`config.mk`:
```
export PLATFORM = sky130hd
export DESIGN_NAME = cdb_arbiter
export DESIGN_NICKNAME = d
export VERILOG_FILES = /design/src/rtl/cdb_pkg.sv /design/src/rtl/cdb_req_fifo.sv /design/src/rtl/cdb_arbiter.sv
export SDC_FILE = /design/constraint.sdc
export NUM_CORES = 1
export LEC_CHECK = 0
export CAP_MARGIN = 0
export CORE_UTILIZATION = 45
export DETAILED_ROUTE_END_ITERATION = 6
export PLACE_DENSITY_LB_ADDON = 0.1
export SYNTH_ARGS = -nofsm -noshare
export SYNTH_HDL_FRONTEND = slang
export SYNTH_HIERARCHICAL = 1
export SYNTH_SLANG_ARGS = --single-unit
```
`constraint.sdc`:
```
create_clock -name clk_in -period 2.31 [get_ports clk_in]
set_input_delay 0.231 -clock clk_in [delete_from_list [all_inputs] [get_ports clk_in]]
set_output_delay 0.231 -clock clk_in [all_outputs]
set_load 0.02 [all_outputs]
```
`src/rtl/cdb_pkg.sv`:
```
// cdb_pkg: shared requester indices, widths, entry type and rotation helper for cdb_arbiter
package cdb_pkg;
  localparam int NUM_REQ = 3;
  localparam int REQ_ALU = 0;
  localparam int REQ_BRU = 1;
  localparam int REQ_LSU = 2;
  localparam int ROB_ID_W = 5;
  localparam int DATA_W = 32;
  typedef struct packed {
    logic [ROB_ID_W-1:0] rob_id;
    logic [DATA_W-1:0]   value;
  } cdb_entry_t;
  // Requester index at position k of the rotation that starts at ptr
  function automatic logic [1:0] rot_idx(input logic [1:0] ptr, input int k);
    int j;
    j = int'(ptr) + k;
    return 2'(j >= NUM_REQ ? j - NUM_REQ : j);
  endfunction
endpackage

```
`src/rtl/cdb_req_fifo.sv`:
```
// cdb_req_fifo: per-requester result queue with flush, simultaneous push/pop allowed
module cdb_req_fifo #(
  parameter int DEPTH = 2,
  parameter int W = 37
) (
  input  logic         clk_in,
  input  logic         rst_n_in,
  input  logic         flush,
  input  logic         push,
  input  logic         pop,
  input  logic [W-1:0] din,
  output logic         full,
  output logic         empty,
  output logic [W-1:0] head
);
  localparam int PW = DEPTH > 1 ? $clog2(DEPTH) : 1;
  localparam int CW = $clog2(DEPTH + 1);
  logic [W-1:0]  mem_q [DEPTH];
  logic [W-1:0]  mem_d [DEPTH];
  logic [PW-1:0] wr_q, wr_d, rd_q, rd_d;
  logic [CW-1:0] cnt_q, cnt_d;
  assign full = cnt_q == CW'(DEPTH);
  assign empty = cnt_q == '0;
  assign head = mem_q[rd_q];
  // Flush empties the queue; otherwise push and pop advance their own pointers
  always_comb begin
    mem_d = mem_q;
    if (push) mem_d[wr_q] = din;
    wr_d = flush ? '0 : push ? (wr_q == PW'(DEPTH - 1) ? '0 : wr_q + PW'(1)) : wr_q;
    rd_d = flush ? '0 : pop ? (rd_q == PW'(DEPTH - 1) ? '0 : rd_q + PW'(1)) : rd_q;
    cnt_d = flush ? '0 : cnt_q + CW'(push) - CW'(pop);
  end
  // Queue state registers
  always_ff @(posedge clk_in or negedge rst_n_in)
    if (!rst_n_in) begin
      mem_q <= '{default: '0};
      wr_q <= '0;
      rd_q <= '0;
      cnt_q <= '0;
    end else begin
      mem_q <= mem_d;
      wr_q <= wr_d;
      rd_q <= rd_d;
      cnt_q <= cnt_d;
    end
endmodule

```
`src/rtl/cdb_arbiter.sv`:
```
// cdb_arbiter: ALU/BRU/LSU result queues merged onto two CDB ports; define CDB_ARB_ROUND_ROBIN_EN for round-robin, else fixed LSU > ALU > BRU
module cdb_arbiter #(
  parameter int FIFO_DEPTH = 2,
  parameter int ROB_ID_W = 5,
  parameter int DATA_W = 32
) (
  input  logic                  clk_in,
  input  logic                  rst_n_in,
  input  logic                  rdy_in,
  input  logic                  _clear,
  input  logic [2:0]            _req_valid,
  input  logic [3*ROB_ID_W-1:0] _req_rob_id,
  input  logic [3*DATA_W-1:0]   _req_value,
  output logic [2:0]            _req_ready,
  output logic                  _cdb_ready,
  output logic [ROB_ID_W-1:0]   _cdb_rob_id,
  output logic [DATA_W-1:0]     _cdb_value,
  output logic                  _cdb_ls_ready,
  output logic [ROB_ID_W-1:0]   _cdb_ls_rob_id,
  output logic [DATA_W-1:0]     _cdb_ls_value
);
  import cdb_pkg::*;
  localparam int W = ROB_ID_W + DATA_W;
  logic [W-1:0]       head [NUM_REQ];
  logic [NUM_REQ-1:0] full, empty, push, pop;
  logic               go, flush, g0_v, g1_v;
  logic [1:0]         g0, g1;
  logic               cdb_v_q, cdb_v_d, ls_v_q, ls_v_d;
  logic [W-1:0]       cdb_q, cdb_d, ls_q, ls_d;
  assign go = rdy_in && !_clear;
  assign flush = rdy_in && _clear;
  assign _req_ready = ~full;
  assign push = go ? _req_valid & ~full : '0;
  for (genvar i = 0; i < NUM_REQ; i++) begin : g_q
    assign pop[i] = go && ((g0_v && g0 == 2'(i)) || (g1_v && g1 == 2'(i)));
    cdb_req_fifo #(.DEPTH(FIFO_DEPTH), .W(W)) u_fifo (
      .clk_in   (clk_in),
      .rst_n_in (rst_n_in),
      .flush    (flush),
      .push     (push[i]),
      .pop      (pop[i]),
      .din      ({_req_rob_id[i*ROB_ID_W +: ROB_ID_W], _req_value[i*DATA_W +: DATA_W]}),
      .full     (full[i]),
      .empty    (empty[i]),
      .head     (head[i])
    );
  end
`ifdef CDB_ARB_ROUND_ROBIN_EN
  logic [1:0] rr_q, rr_d, c;
  // Scan heads from rr_ptr: first non-empty wins port 0, next non-empty ALU/LSU wins port 1
  always_comb begin
    g0_v = 1'b0;
    g0 = '0;
    g1_v = 1'b0;
    g1 = '0;
    c = '0;
    for (int k = 0; k < NUM_REQ; k++) begin
      c = rot_idx(rr_q, k);
      if (!empty[c] && !g0_v) begin
        g0_v = 1'b1;
        g0 = c;
      end else if (!empty[c] && !g1_v && c != 2'(REQ_BRU)) begin
        g1_v = 1'b1;
        g1 = c;
      end
    end
    rr_d = flush ? '0 : (go && g0_v) ? rot_idx(g0, 1) : rr_q;
  end
  // Rotation pointer
  always_ff @(posedge clk_in or negedge rst_n_in)
    if (!rst_n_in) rr_q <= '0;
    else rr_q <= rr_d;
`else
  // Fixed priority: LSU > ALU > BRU on port 0; port 1 gets ALU only when LSU took port 0
  always_comb begin
    g0_v = |(~empty);
    g0 = !empty[REQ_LSU] ? 2'(REQ_LSU) : !empty[REQ_ALU] ? 2'(REQ_ALU) : 2'(REQ_BRU);
    g1_v = !empty[REQ_LSU] && !empty[REQ_ALU];
    g1 = 2'(REQ_ALU);
  end
`endif
  // Winners load the broadcast registers; idle ports drop valid and keep tag/value
  always_comb begin
    cdb_v_d = rdy_in ? go && g0_v : cdb_v_q;
    ls_v_d = rdy_in ? go && g1_v : ls_v_q;
    cdb_d = (go && g0_v) ? head[g0] : cdb_q;
    ls_d = (go && g1_v) ? head[g1] : ls_q;
  end
  // Broadcast registers
  always_ff @(posedge clk_in or negedge rst_n_in)
    if (!rst_n_in) begin
      cdb_v_q <= 1'b0;
      ls_v_q <= 1'b0;
      cdb_q <= '0;
      ls_q <= '0;
    end else begin
      cdb_v_q <= cdb_v_d;
      ls_v_q <= ls_v_d;
      cdb_q <= cdb_d;
      ls_q <= ls_d;
    end
  assign _cdb_ready = cdb_v_q;
  assign _cdb_ls_ready = ls_v_q;
  assign {_cdb_rob_id, _cdb_value} = cdb_q;
  assign {_cdb_ls_rob_id, _cdb_ls_value} = ls_q;
endmodule

```
==> summary.md <==
| Metric | Value |
|---|---|
| Outcome | `complete, no violations` |
| Via Count | `8232` |
| Layout cell share with drive strength beyond 1 | `0.3769` |
| Fmax | `493.9 MHz` |
| Min-delay worst type | `in -> async` |
| Largest net degree at the start of global routing | `76` |
| Routability cong. | `0.7386` |
| # DRC | `0` |
| Worst-Skew Late Latency | `0.51 ns` |
| Area Overhead vs Synth | `25.32%` |
| CTS tree | `yes` |
| Data arrival, critical path | `1.79 ns` |
| Netlist Area Pre-Place | `14380 um2` |
| Critical path launch point type | `flip-flop` |
| Leakage power | `8.084 nW` |
| Non-Filler Instances | `1590` |
| Initial antenna violation count | `2` |
| Clk_skew | `0.01035 ns` |
| TritonCTS Buffers | `36` |
| Initial DRC Count | `320` |
| Input/output buffers | `196` |
| Starting Density | `0.4568` |
| Worst rel slew slack | `0.5243` |
| RSZ-0062 raised after global routing | `false` |
| Vias in the first global route | `9034` |
| Ports | `197` |
| Clock root cell | `clkbuf_16` |
| Total track usage | `0.2077` |
| First-pass GRT wire length | `52.75 mm` |
| # Max-Cap Violations | `0` |
| YS warnings | `6` |
| Critical path class | `reg -> out` |
| Die X | `180.7 um` |
| Crit end category | `primary output` |
| Final-report hold violation count | `0` |
| Post-synthesis register bit count | `310` |
| Routed len/inst | `20.64 um` |
| GRT overflow | `0` |
| Worst slew pin tran | `0.7135 ns` |
| Post-Syn Instances | `946` |
| CORE AREA | `31470 um2` |
| RR Startpoint | `g_q[2].u_fifo/cnt_q[0]` |
| Final setup viols | `0` |
| Antenna Nets Post-Route | `0` |
| Final period util | `0.8765` |
| CP max-delay cell | `clkdlybuf4s50_1` |
| Die Area | `32670 um2` |
| NumNets Final | `1289` |
| Fin Setup TNS | `0 ns` |
| # placed instances | `1528` |
| Worst endpoint required time | `2.08 ns` |
| Post-synth cell types | `28` |
| Synth Net Count | `1070` |
| Clk pin slew, worst setup/hold paths | `0.06 ns` |
| Worst-path maximum fanout | `3` |
| Vias per cell | `5.177` |
| VDD IR max | `0.0006770 V` |
| Power Dens Cells | `1440 nW/um2` |
| Drt first pass iters | `4` |
| Crit path launch | `g_q[2].u_fifo/cnt_q[1]` |
| Minimum clock period after layout | `2.025 ns` |
| FP Rows | `65` |
| Avg Cell Area, Syn | `15.20 um2` |
| Crit path cell chain | `nor2b_1 > inv_1 > clkdlybuf4s50_1` |
| Max Slew Vio Count | `0` |
| Max stage delay on crit path | `0.63 ns` |
| Post-DP HPWL | `21.47 mm` |
| H-tree levels | `2` |
| Bufs on Longest Clock Path | `3` |
| Register area share after synthesis | `0.5396` |
| Overall routed net length | `32.81 mm` |
| Die span in y | `180.7 um` |
| # clock sinks | `310` |
## metal layers
metal,GRT usage,wire [um],vias up
li1,-,-,3790
met1,0.2877,15420,4255
met2,0.3395,15630,146
met3,0.03306,1143,41
met4,0.05402,618,0
met5,0,0,-
## synthesized netlist by cell type, drive strengths merged
cell,instances,share of area
buf,51,0.034
nand2b,1,0.00096
o21ai,1,0.00035
clkbuf,4,0.0010
nor3,1,0.00070
xnor2,6,0.0037
nor2,52,0.014
xnor3,3,0.0047
and2,1,0.00044
dfrtp,310,0.54
nor3b,3,0.0016
mux2i,37,0.026
mux2,407,0.34
a21o,1,0.00052
a31o,1,0.00061
nor2b,9,0.0044
a21oi,37,0.013
nand2,4,0.0026
inv,11,0.0029
ha,6,0.0052
## critical path, delay by kind of cell, from the launching register on
kind | cells | cell delay [ns]
and+or+nand+nor | 1 | 0.18
DFF | 1 | 0.42
buffers and inverters | 2 | 0.69
## final timing paths
check	endpoint	slack [ns]	depth (start not counted)
max reg2reg	cdb_q[10]	0.37	4
max in group asynchronous	g_q[0].u_fifo/rd_q	1.16	3
max	_req_ready[2]	0.29	3
min in group clk_in	g_q[1].u_fifo/mem_q[7]	0.34	2
min	g_q[1].u_fifo/mem_q[21]	0.29	2
min reg2reg	_cdb_ls_ready	0.48	1
## report_power, final
part / total (W) / internal (W) / switching [W]
Combinational: 0.0109 / 0.00625 / 0.00466
Clock: 0.00561 / 0.00341 / 0.00220
Sequential: 0.00943 / 0.00806 / 0.00137
Total: 0.0260 / 0.0177 / 0.00824
## area by class of cell
cell class | count | area, um2
well taps | 402 | 503.0
inverters | 11 | 41.29
fillers | 2570 | 13460
repair buffers | 236 | 2432
flip-flops and latches | 310 | 7761
diodes | 2 | 5.005
clock buffers | 45 | 1006
multi-input cells | 570 | 6117
clock inverters | 14 | 152.6
## registers in the layout, indices dropped and copies added (netlist names)
signal and count:
g_q.u_fifo/rd_q 3, g_q.u_fifo/cnt_q 6, cdb_q 37, g_q.u_fifo/wr_q 3
_cdb_ls_ready 1, ls_q 37, _cdb_ready 1, g_q.u_fifo/mem_q 222
## repair_timing
action,CTS,global route
hold endpoints to repair,67,0
hold buffers,1,0
setup buffers,0,0
resized for setup,0,0
## logic make-up (layout without fill, tap and decap cells)
family	Yosys count	in the layout	share of synthesized area
adder cells (fa/ha/maj)	6	6	0.005221
AO/OA/AOI/OAI	40	40	0.01436
flip-flops	310	310	0.5396
multiplexers	444	444	0.3701
other	0	2	0
AND/OR/NAND/NOR	71	71	0.02428
buffers and inverters	66	306	0.03812
XOR/XNOR	9	9	0.008354
## metrics by stage
| stage | setup slack (ns) | total power (W) | hold WS [ns] | cell area [um2] | utilization |
|---|---|---|---|---|---|
| final | 0.2854 | 0.02595 | 0.2850 | 18020 | 0.5725 |
| after floorplan | 0.2452 | 0.01693 | -0.06459 | 14380 | - |
| after global routing | 0.1998 | 0.02759 | 0.3294 | 18020 | 0.5725 |
| after global placement | 0.1297 | 0.02030 | 0.2725 | 16840 | 0.5352 |
| after detailed placement | 0.1319 | 0.02050 | 0.2643 | 16840 | 0.5352 |
| after CTS | 0.2328 | 0.02629 | 0.3204 | 18010 | 0.5723 |
## layout by cell type (no fill, tap or decap), types with 5 or more instances in the layout
| cell type | count |
|---|---|
| buf_12 | 13 |
| a21oi_1 | 37 |
| clkbuf_8 | 5 |
| mux2_2 | 239 |
| nor2_1 | 50 |
| mux2_4 | 98 |
| nor2b_1 | 6 |
| mux2i_1 | 37 |
| dfrtp_1 | 307 |
| clkbuf_16 | 37 |
| ha_1 | 6 |
| buf_4 | 26 |
| mux2_1 | 70 |
| xnor2_1 | 6 |
| clkinv_2 | 9 |
| clkdlybuf4s50_1 | 195 |
| inv_1 | 11 |
(Power assumes the default switching activity.)
